$ cat config.mk
export PLATFORM = sky130hd
export DESIGN_NAME = msg_lfsr_gen
export DESIGN_NICKNAME = d
export VERILOG_FILES = /design/src/rtl/msg_lfsr_gen.sv
export SDC_FILE = /design/constraint.sdc
export NUM_CORES = 1
export LEC_CHECK = 0
export CAP_MARGIN = 25
export CORE_ASPECT_RATIO = 0.9
export CORE_MARGIN = 2
export CORE_UTILIZATION = 50
export CTS_BUF_LIST = sky130_fd_sc_hd__clkbuf_8
export CTS_CLUSTER_DIAMETER = 120
export DETAILED_ROUTE_END_ITERATION = 16
export HOLD_SLACK_MARGIN = 0.1
export PLACE_DENSITY = 0.78
export SLEW_MARGIN = 25
export SYNTH_ARGS = -nofsm -noshare
export SYNTH_HDL_FRONTEND = slang
export SYNTH_SLANG_ARGS = --single-unit
$ cat constraint.sdc
create_clock -name clk -period 4.9 [get_ports clk]
set_input_delay 0.98 -clock clk [delete_from_list [all_inputs] [get_ports clk]]
set_output_delay 0.98 -clock clk [all_outputs]
set_load 0.02 [all_outputs]
$ cat src/rtl/msg_lfsr_gen.sv
// Multi-channel pseudo-random message generator: one start pulse expands a seed
// into a counted, back-pressurable stream of per-channel Galois LFSR words.
module msg_lfsr_gen #(
  parameter int unsigned      WIDTH  = 64,
  parameter logic [WIDTH-1:0] TAPS   = 64'hD800_0000_0000_0000,
  parameter int unsigned      NUM_CH = 4,
  parameter int unsigned      CNT_W  = 32
) (
  input  logic                      clk,
  input  logic                      rst_n,
  input  logic                      start,
  input  logic [WIDTH-1:0]          seed,
  input  logic [CNT_W-1:0]          count,
  input  logic                      ready,
  output logic                      valid,
  output logic [NUM_CH*WIDTH-1:0]   msg,
  output logic                      busy,
  output logic                      done
);

  typedef enum logic [1:0] {
    IDLE = 2'd0,
    RUN  = 2'd1,
    FIN  = 2'd2
  } state_t;

  state_t           state;
  logic [CNT_W-1:0] remaining;
  logic [WIDTH-1:0] lfsr_p0 [NUM_CH];
  logic             vld_p0;
  logic             busy_p0;
  logic             done_p0;

  // One Galois shift: the bit falling out of the LSB folds the tap mask back in.
  function automatic logic [WIDTH-1:0] lfsr_step(input logic [WIDTH-1:0] s);
    logic [WIDTH-1:0] shifted;
    shifted = s >> 1;
    return s[0] ? (shifted ^ TAPS) : shifted;
  endfunction

  // Per-channel seed decorrelation; an all-zero state would lock the LFSR up.
  function automatic logic [WIDTH-1:0] chan_init(input logic [WIDTH-1:0] sd,
                                                 input int unsigned      c);
    logic [WIDTH-1:0] v;
    v = sd ^ WIDTH'(c + 1);
    return (v == '0) ? '1 : v;
  endfunction

  // Stage p0: control FSM, channel states and registered outputs
  always_ff @(posedge clk or negedge rst_n) begin
    if (!rst_n) begin
      state     <= IDLE;
      remaining <= '0;
      vld_p0    <= 1'b0;
      busy_p0   <= 1'b0;
      done_p0   <= 1'b0;
      for (int c = 0; c < NUM_CH; c++) begin
        lfsr_p0[c] <= '0;
      end
    end else begin
      case (state)
        IDLE: begin
          done_p0 <= 1'b0;
          if (start) begin
            if (count != '0) begin
              for (int c = 0; c < NUM_CH; c++) begin
                lfsr_p0[c] <= chan_init(seed, c);
              end
              remaining <= count;
              vld_p0    <= 1'b1;
              busy_p0   <= 1'b1;
              state     <= RUN;
            end else begin
              done_p0 <= 1'b1;
              state   <= FIN;
            end
          end
        end

        RUN: begin
          if (ready) begin
            for (int c = 0; c < NUM_CH; c++) begin
              lfsr_p0[c] <= lfsr_step(lfsr_p0[c]);
            end
            if (remaining != '0) begin
              remaining <= remaining - CNT_W'(1);
            end
            // remaining==0 cannot occur in RUN; treating it as the last word keeps the FSM from sticking.
            if (remaining <= CNT_W'(1)) begin
              vld_p0  <= 1'b0;
              busy_p0 <= 1'b0;
              done_p0 <= 1'b1;
              state   <= FIN;
            end
          end
        end

        FIN: begin
          done_p0 <= 1'b0;
          state   <= IDLE;
        end

        default: begin
          vld_p0  <= 1'b0;
          busy_p0 <= 1'b0;
          done_p0 <= 1'b0;
          state   <= IDLE;
        end
      endcase
    end
  end

  for (genvar g = 0; g < NUM_CH; g++) begin : g_msg
    assign msg[g*WIDTH +: WIDTH] = lfsr_p0[g];
  end

  assign valid = vld_p0;
  assign busy  = busy_p0;
  assign done  = done_p0;

endmodule

==> impl_results.md, run 1 <==
* Unrepaired setup endpoints after global routing: no
* Final worst-path cycle share at 0.714
* Clk sinks at 292
* RR Endpoint: remaining[17]$_DFFE_PN0P_
* First-pass GRT wire length at 73,100 um
* Number of global-route vias before repair at 12,800
* Final WL at 46,900 um
* Initial antenna violation count at 2
* Iteration-0 DRC Markers at 1,663
* Final WS setup at 1.40 ns
* Die H at 163 um
* Post CTS Setup Buffer Count at 0
* DR vias/cell at 6.08
* R2r startpoint: state[0]$_DFFE_PN0P_
* Layout Cells excl Fill at 2,254
* Overall Power at 10.8 mW
* CP required at 5.37 ns
* Peak supply drop at 0.355 mV
* CP peak stage delay at 0.74 ns
* CTS Hold Bufs at 0
* Leakage power at 7.53 nW
* Clock buffer count from CTS at 49
* Initial Util at 0.506
* Root Buffer: clkbuf_8
* Mapped Avg Cell Area at 8.95 sq um
* Worst Reg-to-Reg Cells at 6
* Setup TNS Final at 0 ns
* Number of synthesized flops with an enable pin at 0
* Crit start category: input pin
* # rows at 58
* # diodes at 0
* Ys Warns at 0
* Skew-Pair Late Insertion Delay at 0.57 ns
* Crit-path cells: clkdlybuf4s50_1 -> nor4_1 -> nand4_1 -> or4_1 -> nor3_4 -> buf_4 -> o22ai_1 -> o21ai_0
* CP Capture Type: flip-flop
* Synth Register Bits at 292
* Sequential area share after synthesis at 0.519
* Max-Cap Viols at 0
* Prevailing post-synth register cell: dfrtp_1
* Final core occ at 0.672
* Pre-antenna DRT Iters at 6
* CTS resizes at 0
* GRT Resource Usage Total at 0.310
* R2r setup slk at 2.06 ns
* Syn-to-layout area delta at 32.7%
* Port bufs at 358
* CP Class: in2reg
* # H-tree levels at 2
* Die area at 29,500 sq um
* Slowest CP cell: or4_1
* Synth Instances at 1,573
* Status: finished clean
* Slew HR at 0.402
* Largest net degree at the start of global routing at 160
* Placed Cells at 2,168
* # DRC at 0
* Final Hold Vio Count at 0
* Via count at 13,700
* Nets at 1,962
* Final GP Congestion at 0.901
* CP arrival at 3.97 ns
* Count of cell types in the netlist at 56
* DIE WIDTH at 181 um
* Syn Nets at 1,676
* Max Clock Skew at 0.0196 ns
* Clock buffer depth at 3
* Antenna Nets Post-Route at 0
* Power per cell area at 581 nW/um^2
* Min-delay worst type: in2async
* Fin crit period at 3.50 ns
* Setup WS pre-CTS at 0.890 ns
* Slew Viols, Final at 0
* Max Clk Rate at 286 MHz
* Mapped Area at 14,100 sq um
* Final setup fails at 0
* Total core area at 27,800 sq um
* DR WL/cell at 20.8 um
* Grt total ovfl at 0
* CP Max Fanout at 42
* I/O pin total at 359
* Slew @ Worst Pin at 0.897 ns
* Async set or reset register ratio after synthesis at 1.00
* CTS tree: yes
* Share of cells above drive strength 1 at 0.0544
* Post-DP HPWL at 31,400 um
* Worst-path clk slew at 0.06 ns
cell type report:
type                       count  area (sq um)
sequential                   292          7310
inverter                       4          15.0
multi-input combinational   1131          6070
fill                        2246          9120
clock buffer                  60           826
clock inverter                26           108
tap                          360           450
timing repair buffer         381          3900
stage by stage:
step | hold WS [ns] | area (sq um)
final | 0.473 | 18700
after global routing | 0.522 | 18700
after CTS | 0.503 | 18700
after detailed placement | 0.500 | 17700
after global placement | 0.486 | 17700
after floorplan | 0.468 | 14100
power breakdown:
group          switching (mW)  internal [mW]
Combinational            2.41           2.16
Sequential              0.893           3.29
Clock                   0.999           1.10
Total                    4.31           6.54
synthesized netlist by cell type, drive strengths merged, types with 2 or more instances:
| cell type | instances | area [sq um] |
|---|---|---|
| a21oi | 26 | 130 |
| a221o | 2 | 20.0 |
| a2bb2oi | 2 | 17.5 |
| a31oi | 19 | 119 |
| and2 | 2 | 12.5 |
| and3 | 2 | 12.5 |
| and4 | 2 | 17.5 |
| buf | 64 | 412 |
| clkbuf | 82 | 308 |
| dfrtp | 292 | 7310 |
| ha | 3 | 37.5 |
| inv | 4 | 15.0 |
| nand2 | 302 | 1130 |
| nand2b | 64 | 400 |
| nand3 | 7 | 35.0 |
| nand4 | 9 | 56.3 |
| nand4b | 2 | 17.5 |
| nor2 | 29 | 109 |
| nor2b | 3 | 18.8 |
| nor3 | 18 | 113 |
| nor4 | 35 | 240 |
| nor4b | 2 | 23.8 |
| o211ai | 2 | 15.0 |
| o21ai | 285 | 1430 |
| o22a | 4 | 35.0 |
| o22ai | 261 | 1630 |
| o2bb2ai | 2 | 17.5 |
| o31ai | 4 | 30.0 |
| or2 | 3 | 18.8 |
| or3 | 6 | 37.5 |
| or4 | 8 | 71.3 |
| xor2 | 13 | 114 |
registers in the layout, indices dropped and copies added, names as in the netlist:
| signal | count |
|---|---|
| state | 2 |
| msg | 256 |
| busy | 1 |
| done | 1 |
| remaining | 32 |
cell usage in the layout (no fill, tap or decap), types with 3 or more instances in the layout:
cell,count
a21oi_1,26
a31oi_1,19
buf_12,11
buf_4,12
clkbuf_8,60
clkdlybuf4s50_1,357
dfrtp_1,292
ha_1,3
inv_1,27
nand2_1,302
nand2b_1,63
nand3_1,7
nand4_1,9
nor2_1,29
nor3_1,16
nor4_1,33
o21ai_0,148
o21ai_1,136
o22a_1,4
o22ai_1,261
o31ai_1,4
or3_1,6
or4_1,5
or4_4,3
xor2_1,13
cells by family after synthesis:
| family | count (synthesis) | share of synthesized area |
|---|---|---|
| muxes | 1 | 0.000711 |
| buffers and inverters | 150 | 0.0522 |
| and+or+nand+nor | 497 | 0.166 |
| AOI/OAI and AO/OA | 617 | 0.251 |
| adders and majority gates | 3 | 0.00267 |
| xor gates and xnor gates | 13 | 0.00809 |
| DFF | 292 | 0.519 |
worst max-delay path, delay by kind of cell:
kind,cells,cell delay (ns)
simple gates,4,1.74
buf+inv,2,0.88
compound gates,2,0.35
worst max-delay path by stage:
stage,startpoint,end,slack (ns)
2_1_floorplan,seed[3],msg[63]$_DFFE_PN0P_,1.99
3_3_place_gp,seed[14],msg[137]$_DFFE_PN0P_,0.98
3_5_place_dp,seed[8],msg[139]$_DFFE_PN0P_,0.89
4_1_cts,seed[8],msg[139]$_DFFE_PN0P_,1.49
5_1_grt,seed[14],msg[151]$_DFFE_PN0P_,1.33
6_report,seed[8],msg[151]$_DFFE_PN0P_,1.40
metal layers:
metal  track usage  up-vias  routed length, um
met3        0.0803      120               4690
met2         0.447      738              20600
met1         0.446     6515              19700
li1              -     6331                  -
met5             0        -                 13
met4         0.128        2               1940
Note: power is estimated with default switching activity, not from simulation.
==> inputs of run 2 (changes only) <==
Clock period 4.9 ns to 3.53 ns, I/O delays scaled along.
==> run 2 against run 1 <==
  * Clock skew grew 0.022 ns
  * Routed wire length grew 0.61%
  * Via count grew 0.65%
  * Hold slack lost 0.28 ns
  * Clock power grew 33%
  * Register-to-register slack lost 1.4 ns
  * Count of clock-buffer cells in the layout shrank 3
==> impl_results.md, run 2 (synthesized netlist as in run 1, its figures left out) <==
* # diodes at 0
* Start point of the critical path: seed[14]
* CP arrival at 3.58 ns
* Min-delay worst type: in2async
* Final setup fails at 0
* Die H at 163 um
* Grt total ovfl at 0
* I/O pin total at 359
* Clk sinks at 292
* # rows at 58
* Max reg flops at 256
* Skew-Pair Late Insertion Delay at 0.57 ns
* Unrepaired setup endpoints after global routing: no
* DIE WIDTH at 181 um
* Crit start category: input pin
* Slew Viols, Final at 0
* Most Crowded Layer GR: met2
* Final Cell Area at 18,900 sq um
* CP Capture Type: flip-flop
* Final WL at 47,200 um
* Clock buffer depth at 3
* Post CTS Setup Buffer Count at 0
* Final Hold Vio Count at 0
* Initial antenna violation count at 2
* Fillers at 2,277
* CTS Hold Bufs at 0
* CP required at 4.00 ns
* Worst-path clk slew at 0.06 ns
* Port bufs at 358
* Post-DP HPWL at 32,900 um
* Most common cell after layout, fill and taps aside: clkdlybuf4s50_1
* First-pass GRT wire length at 73,800 um
* Initial Util at 0.506
* Final WS setup at 0.419 ns
* R2r startpoint: remaining[0]$_DFFE_PN0P_
* Max Clock Skew at 0.0417 ns
* Final GP Congestion at 0.901
* Root Buffer: clkbuf_8
* CP Max Fanout at 49
* Syn-to-layout area delta at 33.9%
* Die area at 29,500 sq um
* Setup WS pre-CTS at -0.0922 ns
* Power per cell area at 796 nW/um^2
* DR WL/cell at 20.8 um
* CTS tree: yes
* Setup TNS Final at 0 ns
* Total core area at 27,800 sq um
* Leakage power at 7.64 nW
* Largest net degree at the start of global routing at 111
* Final worst-path cycle share at 0.881
* M2 GR Usage at 0.465
* Area after DPL at 18,000 sq um
* Max Clk Rate at 321 MHz
* Hold WS at 0.188 ns
* Slew HR at 0.304
* Placed Cells at 2,195
* Status: finished clean
* Max-Cap Viols at 0
* Clock buffer count from CTS at 48
* Commonest non-fill, non-tap cells in the layout: 357 x clkdlybuf4s50_1, 302 x nand2_1, 292 x dfrtp_1
* Via count at 13,800
* CP Class: in2reg
* Layout Cells excl Fill at 2,275
* Share of cells above drive strength 1 at 0.0668
* Met1 usage at 0.446
* # DRC at 0
* CTS resizes at 0
* Antenna Nets Post-Route at 0
* GRT Resource Usage Total at 0.312
* Iteration-0 DRC Markers at 1,639
* Nets at 1,988
* Pre-antenna DRT Iters at 5
* Slew @ Worst Pin at 1.04 ns
* Peak supply drop at 0.486 mV
* DR vias/cell at 6.06
* Met3 global-route usage at 0.0742
* Number of global-route vias before repair at 13,000
* Fin crit period at 3.11 ns
* # H-tree levels at 2
-- run 2: cell count changes in the layout (fill, tap and decap cells not counted) --
cell / previous run / this run
inv_8: 0 / 1
clkinvlp_4: 1 / 0
inv_6: 1 / 0
clkbuf_8: 60 / 57
buf_4: 12 / 37
inv_1: 27 / 23
buf_12: 11 / 13
clkinv_2: 1 / 3
-- run 2: critical path, cell delays in order --
cell             delay (ns)
clkdlybuf4s50_1        0.44
nor4_1                 0.44
nand4_1                0.30
or4_1                  0.57
buf_4                  0.19
nor4b_4                0.34
buf_12                 0.29
o22ai_1                0.11
o21ai_1                0.16
-- run 2: layout make-up --
cell class / instances / area (sq um) / area share
multi-input combinational: 1131 / 6070 / 0.322
timing repair buffer: 408 / 4130 / 0.219
clock inverter: 23 / 97.6 / 0.00518
tap: 360 / 450 / 0.0239
sequential: 292 / 7310 / 0.388
inverter: 4 / 15.0 / 0.000796
clock buffer: 57 / 785 / 0.0416
-- run 2: layer usage --
metal | vias up | share of wire
met2 | 724 | 0.45
met1 | 6587 | 0.42
met3 | 102 | 0.095
met5 | - | 0.00072
met4 | 4 | 0.032
li1 | 6378 | -
-- run 2: worst paths after layout --
check,endpoint,slack (ns),cells past startpoint
max in group asynchronous,msg[162]$_DFFE_PN0P_,2.43,2
worst min register to register,msg[101]$_DFFE_PN0P_,0.51,2
worst max-delay path,msg[238]$_DFFE_PN0P_,0.42,9
min in group clk,msg[101]$_DFFE_PN0P_,0.51,2
worst max register to register,remaining[30]$_DFFE_PN0P_,0.65,7
worst min-delay path,msg[194]$_DFFE_PN0P_,0.19,1
-- run 2: through the flow --
stage | power (mW) | utilization
floorplan | 8.86 | -
global route | 15.8 | 0.678
CTS | 15.0 | 0.678
finish | 15.0 | 0.678
detailed placement | 12.2 | 0.646
global placement | 12.0 | 0.646
-- run 2: where the power goes --
| part | internal, mW | switching [mW] | total [mW] | leakage [nW] |
|---|---|---|---|---|
| logic | 3.02 | 3.35 | 6.37 | 3.48 |
| registers | 4.56 | 1.26 | 5.82 | 3.63 |
| clock network | 1.45 | 1.35 | 2.80 | 0.529 |
==> inputs of run 3 (changes only) <==
Settings changed: CORE_UTILIZATION 50 to 51, PLACE_DENSITY 0.78 to 0.8.
==> run 3 against run 2 <==
  * Clock power grew 5%
  * Critical path depth is 2 higher
  * Sequential cell count unchanged
  * Utilization grew 2.9 points
  * Setup slack better by 0.055 ns
  * First-iteration DRC count is 14% lower
  * Non-clock buffer count up 16
==> impl_results.md, run 3 (synthesized netlist as in run 1, its figures left out) <==
* Antenna Nets Post-Route at 0
* Largest net degree at the start of global routing at 108
* Final GP Congestion at 0.892
* Min-delay worst type: in2async
* Pre-antenna DRT Iters at 5
* Setup WS pre-CTS at -0.0743 ns
* Start point of the critical path: seed[9]
* Post CTS Setup Buffer Count at 0
* Iteration-0 DRC Markers at 1,405
* Die area at 28,900 sq um
* CP Class: in2reg
* Fillers at 2,034
* Max Clk Rate at 327 MHz
* CP Max Fanout at 12
* CP arrival at 3.54 ns
* R2r startpoint: remaining[0]$_DFFE_PN0P_
* Skew-Pair Late Insertion Delay at 0.56 ns
* Final Cell Area at 19,200 sq um
* Via count at 14,000
* GRT Resource Usage Total at 0.333
* Crit start category: input pin
* Unrepaired setup endpoints after global routing: no
* Status: finished clean
* Placed Cells at 2,205
* Final setup fails at 0
* Post-DP HPWL at 34,300 um
* DR WL/cell at 21.0 um
* Final Hold Vio Count at 0
* CP required at 4.02 ns
* Root Buffer: clkbuf_8
* Commonest non-fill, non-tap cells in the layout: 357 x clkdlybuf4s50_1, 302 x nand2_1, 292 x dfrtp_1
* R2r setup slk at 0.89 ns
* DR vias/cell at 6.12
* Peak supply drop at 0.480 mV
* I/O pin total at 359
* DIE WIDTH at 179 um
* Nets at 2,004
* Number of global-route vias before repair at 13,200
* Total core area at 27,100 sq um
* Final WS setup at 0.474 ns
* Max Clock Skew at 0.0148 ns
* Max reg flops at 256
* # DRC at 0
* Share of cells above drive strength 1 at 0.0788
* Port bufs at 358
* Grt total ovfl at 0
* # H-tree levels at 2
* Leakage power at 7.75 nW
* First-pass GRT wire length at 75,500 um
* Fin crit period at 3.06 ns
* Area after DPL at 18,200 sq um
* Hold WS at 0.215 ns
* Initial antenna violation count at 1
* Initial Util at 0.519
* Slew HR at 0.413
* Worst Reg-to-Reg Cells at 7
* Most common cell after layout, fill and taps aside: clkdlybuf4s50_1
* Worst-path clk slew at 0.06 ns
* Setup TNS Final at 0 ns
* CP Capture Type: flip-flop
* CTS resizes at 0
* Slew Viols, Final at 0
* Final worst-path cycle share at 0.866
* # rows at 57
* Clock buffer depth at 3
* Power per cell area at 795 nW/um^2
* CTS tree: yes
* Syn-to-layout area delta at 36.2%
* Clock buffer count from CTS at 48
* Max-Cap Viols at 0
* Final WL at 48,100 um
* Slew @ Worst Pin at 0.880 ns
* CTS Hold Bufs at 0
* RR Endpoint: remaining[30]$_DFFE_PN0P_
* Clk sinks at 292
* Die H at 162 um
* Layout Cells excl Fill at 2,286
==> run 3: cell types whose count changed in the layout (fill, tap and decap cells not counted), sizes merged <==
cell,previous run,this run
diode,0,3
clkbuf,57,62
inv,24,13
clkinv,3,5
buf,51,67
clkinvlp,0,2
==> run 3: report_power, final <==
| part | switching (mW) | internal, mW |
|---|---|---|
| clock | 1.37 | 1.57 |
| sequential | 1.33 | 4.56 |
| combinational | 3.36 | 3.04 |
==> run 3: area by class of cell <==
class,count,area (sq um),share of cell area
flip-flops and latches,292,7310,0.381
multi-input cells,1131,6070,0.317
clock buffers,62,853,0.0445
well taps,354,443,0.0231
diodes,3,7.51,0.000392
inverters,4,15.0,0.000783
repair buffers,424,4380,0.229
clock inverters,16,88.8,0.00463
==> run 3: critical path, stage by stage <==
cell,delay [ns]
clkdlybuf4s50_1,0.43
nor4_1,0.50
buf_4,0.20
nand4_1,0.10
or4_1,0.51
buf_4,0.19
nor4b_4,0.28
buf_4,0.27
buf_12,0.15
o22ai_1,0.06
o21ai_1,0.13
==> run 3: layer usage <==
layer  global-route usage  vias up  part of all wire
met5                    0        -                 0
met1                0.471     6681              0.40
li1                     -     6424                 -
met4                0.122        0             0.040
met3               0.0815      117              0.10
met2                0.501      773              0.46
==> run 3: worst max-delay path by stage <==
stage                            to  cells after the start
2_1_floorplan   msg[63]$_DFFE_PN0P_                      8
3_5_place_dp   msg[224]$_DFFE_PN0P_                     11
6_report       msg[237]$_DFFE_PN0P_                     11
3_3_place_gp   msg[241]$_DFFE_PN0P_                     11
5_1_grt        msg[112]$_DFFE_PN0P_                     10
4_1_cts        msg[234]$_DFFE_PN0P_                     11
==> run 3: through the flow <==
stage,utilization,power (mW)
2_1_floorplan,-,8.86
3_3_place_gp,0.672,12.1
5_1_grt,0.707,16.0
3_5_place_dp,0.672,12.3
4_1_cts,0.707,15.2
6_report,0.707,15.2
